`src/rtl/rd_responder.sv`:
```
// rtl/rd_responder.sv - single-strobe read responder with wait-state retry, timeout and status register
module rd_responder #(
    parameter int            DW       = 8,
    parameter int            MAX_WAIT = 4,
    parameter logic [DW-1:0] FILL     = '1
) (
    input  logic          clk,
    input  logic          rst_n,
    input  logic          rd,
    input  logic          rs,
    output logic          ws,
    output logic [DW-1:0] rdata,
    output logic          rerr,
    input  logic          src_valid,
    input  logic [DW-1:0] src_data,
    output logic          src_ready
);
    typedef enum logic {IDLE, RESP} state_t;

    localparam logic [7:0] MAX_WAIT_L = 8'(MAX_WAIT);

    state_t        state;
    logic [7:0]    wait_cnt;
    logic [5:0]    timeout_cnt;
    logic          proto_err;
    logic [DW-1:0] status_word;
    logic          accept;

    assign accept    = rd && (state == IDLE);
    assign src_ready = accept & ~rs & src_valid & rst_n;

    always_comb begin
        status_word      = '0;
        status_word[7:0] = {src_valid, proto_err, timeout_cnt};
    end

    // Response outputs default low every edge so they only live for the RESP cycle.
    always_ff @(posedge clk or negedge rst_n) begin
        if (!rst_n) begin
            state       <= IDLE;
            ws          <= 1'b0;
            rerr        <= 1'b0;
            rdata       <= '0;
            wait_cnt    <= 8'd0;
            timeout_cnt <= 6'd0;
            proto_err   <= 1'b0;
        end else begin
            ws   <= 1'b0;
            rerr <= 1'b0;
            case (state)
                IDLE: begin
                    if (rd) begin
                        state <= RESP;
                        if (rs) begin
                            rdata     <= status_word;
                            proto_err <= 1'b0;
                        end else if (src_valid) begin
                            rdata    <= src_data;
                            wait_cnt <= 8'd0;
                        end else if (wait_cnt < MAX_WAIT_L) begin
                            ws       <= 1'b1;
                            wait_cnt <= wait_cnt + 8'd1;
                        end else begin
                            rerr     <= 1'b1;
                            rdata    <= FILL;
                            wait_cnt <= 8'd0;
                            if (timeout_cnt != 6'd63)
                                timeout_cnt <= timeout_cnt + 6'd1;
                        end
                    end
                end
                RESP: begin
                    state <= IDLE;
                    // A strobe here is an initiator protocol violation: ignored but recorded.
                    if (rd)
                        proto_err <= 1'b1;
                end
            endcase
        end
    end
endmodule

```
`config.mk`:
```
export PLATFORM = sky130hd
export DESIGN_NAME = rd_responder
export DESIGN_NICKNAME = d
export VERILOG_FILES = /design/src/rtl/rd_responder.sv
export SDC_FILE = /design/constraint.sdc
export NUM_CORES = 1
export LEC_CHECK = 0
export CORE_UTILIZATION = 50
export DETAILED_ROUTE_END_ITERATION = 10
export MAX_ROUTING_LAYER = met4
export PLACE_DENSITY = 0.78
export SLEW_MARGIN = 10
export SYNTH_ARGS = -nofsm -noshare
export SYNTH_HDL_FRONTEND = slang
export SYNTH_SLANG_ARGS = --single-unit
```
`constraint.sdc`:
```
create_clock -name clk -period 2.3 [get_ports clk]
set_input_delay 0.46 -clock clk [delete_from_list [all_inputs] [get_ports clk]]
set_output_delay 0.46 -clock clk [all_outputs]
set_load 0.1 [all_outputs]
```
==> results.rst <==
.. list-table::
   :header-rows: 1

   * - Metric
     - Value
   * - Psw
     - 415 uW
   * - Critical Path AT
     - 1620 ps
   * - Worst hold path type
     - reg2reg
   * - Sequential-to-total area share from yosys stat
     - 54.2%
   * - Via count of the first global-routing pass
     - 938
   * - Count of TritonRoute iterations in the first routing pass
     - 4
   * - WHS
     - 500 ps
   * - GRT Util Overall
     - 22.6%
   * - First-pass GRT wire length
     - 4110 um
   * - Max-slew headroom at the worst pin
     - 78.4%
   * - Final worst path period share
     - 90.5%
   * - Final number of setup-violating endpoints
     - 0
   * - Via-to-Cell Ratio
     - 5.59
   * - Share of post-route cells with drive strength above 1
     - 24.1%
   * - Total number of vias
     - 922
   * - Type of origin of the critical path
     - input pin
   * - Port buffer count
     - 23
   * - Critical path endpoint category
     - output port
   * - Max Slew Vio Count
     - 0
   * - # H-tree levels
     - 1
   * - Post-CTS setup buffers
     - 0
   * - Average detailed-routed wire length per instance
     - 14.5 um
   * - Register-to-register setup slack
     - 510 ps
   * - Status
     - completed
   * - Average size of a mapped cell
     - 11.3 sq um
   * - Starting DRT DRC Count
     - 10
   * - Ports
     - 24
   * - Classification of the worst setup path
     - in2out
   * - Hold-fix buffer count after cts
     - 0
   * - Number of cells produced by synthesis
     - 106
   * - CTS sink count
     - 26
   * - Number of rows created at floorplan
     - 17
   * - Setup repair after global routing missed its margin
     - no
   * - Post-route antenna net violation count
     - 0
   * - Floorplan die area
     - 2600 sq um
   * - Mapped Nets
     - 121
   * - Number of buffers on the longest clock path
     - 2
   * - Remaining Overflow, GRT
     - 0
   * - Power per Cell Area
     - 709 nW/um^2
   * - Worst reg-to-reg path cell count
     - 4
   * - Post-layout power
     - 1070 uW
   * - Flop pwr share
     - 49.3%
   * - WL final
     - 2400 um
   * - Die outline width
     - 51.0 um
   * - Maximum number of pins on one net before global-route repair
     - 27
   * - Post-layout min period
     - 2080 ps
   * - Chip Height
     - 51.0 um
   * - Fraction of power consumed by the clock network
     - 18.2%
   * - Total internal power
     - 653 uW
   * - Worst-case clock skew
     - 9.82 ps
   * - Start point of the worst min-delay path
     - rdata[3]
   * - Peak supply drop
     - 0.449 mV
   * - Part of the power in combinational logic
     - 32.5%
   * - Number of nets in the final layout
     - 154
   * - Total of warnings raised by yosys
     - 0
   * - Largest fanout on the critical path
     - 4
   * - Clock insertion delay at the later pin of the skew report
     - 330 ps
   * - Remaining routing DRC violations
     - 0
   * - Total leakage power
     - 0.000725 uW
   * - Maximum capacitance violations
     - 0
   * - Final RePlAce weighted congestion
     - 0.813
   * - Max Clk Rate
     - 0.481 GHz
   * - Register bit total from synthesis
     - 26
   * - Placed wire-length estimate
     - 1810 um
   * - Worst hold endpoint
     - rdata[3]
   * - Diode count
     - 0
   * - Switch share
     - 38.8%
   * - Count of distinct cell types in the synthesized netlist
     - 35
   * - Launch instance of the worst register-to-register path
     - wait_cnt[4]
   * - Number of standard cells in the final layout excluding fillers
     - 165
   * - Clock Root Buffer
     - sky130_fd_sc_hd__clkbuf_4
   * - Inserted Clock Buffers
     - 3
   * - Hold-critical path depth
     - 2
   * - Total instance count after detailed placement
     - 162
   * - Initial core utilization
     - 53.8%
   * - Layout area overhead
     - 25.5%
   * - Final number of hold-violating endpoints
     - 0
   * - TritonCTS clock tree
     - yes
   * - TNS Setup
     - 0 ps
   * - CP Data Required Time
     - 1840 ps
   * - Area of the core
     - 2230 sq um
   * - Measured slew at the worst slew-check pin
     - 322 ps
   * - CTS clock-pin slew for the worst setup and hold paths
     - 130 ps
   * - Syn Std Cell Area
     - 1200 sq um
   * - Reg2Reg Capture Point
     - timeout_cnt[1]
   * - Initial antenna violation count
     - 0
   * - Post-cts sizing count
     - 0
[stage by stage]
| stage | worst slack [ps] | cell area [sq um] | utilization [%] |
|---|---|---|---|
| after floorplan | 382 | 1200 | - |
| after global placement | 215 | 1490 | 66.5 |
| after detailed placement | 150 | 1490 | 66.5 |
| after CTS | 221 | 1510 | 67.5 |
| after global routing | 184 | 1510 | 67.5 |
| final | 219 | 1510 | 67.5 |
[power groups by stage]
stage	Sequential (uW)	Combinational [uW]	Clock, uW
finish	527	347	195
global route	532	367	213
CTS	527	350	202
detailed placement	537	350	0
global placement	534	345	0
floorplan	707	74.1	0
[layer usage]
layer / vias up / GRT usage (%) / part of all wire [%]
li1: 453 / - / -
met1: 442 / 25.9 / 47
met2: 22 / 38.2 / 47
met3: 5 / 2.98 / 3.5
met4: 0 / 12.5 / 2.3
met5: - / - / 0
[kinds of logic (layout without fill, tap and decap cells)]
logic type / Yosys count / in the layout / synth area share (%)
AOI/OAI and AO/OA: 27 / 27 / 17.1
xor gates and xnor gates: 5 / 5 / 3.65
adders and majority gates: 2 / 2 / 2.08
buffers and inverters: 4 / 35 / 1.87
DFF: 26 / 26 / 54.2
muxes: 3 / 3 / 2.81
and+or+nand+nor: 39 / 39 / 18.3
[how the worst max path moves through the flow]
stage | endpoint | startpoint | depth (start not counted)
6_report | src_ready | rd | 4
5_1_grt | src_ready | rd | 4
4_1_cts | src_ready | rd | 4
3_5_place_dp | timeout_cnt[1] | rd | 5
3_3_place_gp | timeout_cnt[1] | rd | 5
2_1_floorplan | src_ready | rd | 2
[worst max-delay path, stage by stage]
cell and delay (ps):
sky130_fd_sc_hd__clkdlybuf4s50_1 510, sky130_fd_sc_hd__and2b_2 210, sky130_fd_sc_hd__and4_1 260, sky130_fd_sc_hd__buf_12 180
[synthesized netlist by cell type (all sizes together)]
library cell / n / area, sq um
inv: 2 / 7.51
ha: 2 / 25.0
or2: 2 / 15.0
and4: 2 / 17.5
dfrtp: 26 / 651
nand4: 2 / 12.5
o22ai: 6 / 37.5
a21oi: 2 / 10.0
o21ai: 9 / 45.0
o41ai: 1 / 27.5
and2b: 1 / 8.76
nor2: 7 / 26.3
and3: 2 / 13.8
nor3: 2 / 21.3
xor2: 5 / 43.8
mux2: 3 / 33.8
a41oi: 1 / 8.76
nand3: 2 / 10.0
or4: 1 / 11.3
nand2b: 1 / 6.26
nor4: 1 / 6.26
nand2: 14 / 52.6
clkinv: 1 / 3.75
a22o: 3 / 27.5
buf: 1 / 11.3
o21a: 2 / 15.0
nor2b: 1 / 6.26
nor3b: 1 / 12.5
a31oi: 2 / 12.5
o211ai: 1 / 21.3
[layout make-up]
| class | count | area, sq um |
|---|---|---|
| fillers | 171 | 726 |
| well taps | 28 | 35.0 |
| inverters | 3 | 11.3 |
| repair buffers | 29 | 260 |
| clock buffers | 3 | 22.5 |
| flip-flops and latches | 26 | 651 |
| multi-input cells | 76 | 528 |
[sequential cells by signal, indices dropped and copies added (netlist names)]
name         count
ws               1
proto_err        1
rerr             1
timeout_cnt      6
rdata            8
wait_cnt         8
state            1
[cell usage in the layout (no fill, tap or decap), types with 3 or more instances in the layout]
cell	Yosys	routed
sky130_fd_sc_hd__buf_4	0	16
sky130_fd_sc_hd__clkbuf_4	0	3
sky130_fd_sc_hd__clkdlybuf4s50_1	0	12
sky130_fd_sc_hd__dfrtp_1	26	26
sky130_fd_sc_hd__mux2_2	3	3
sky130_fd_sc_hd__nand2_1	14	14
sky130_fd_sc_hd__nor2_1	7	7
sky130_fd_sc_hd__o21ai_0	8	8
sky130_fd_sc_hd__o22ai_1	6	6
sky130_fd_sc_hd__xor2_1	5	5
Power figures use the tool's default switching activity.
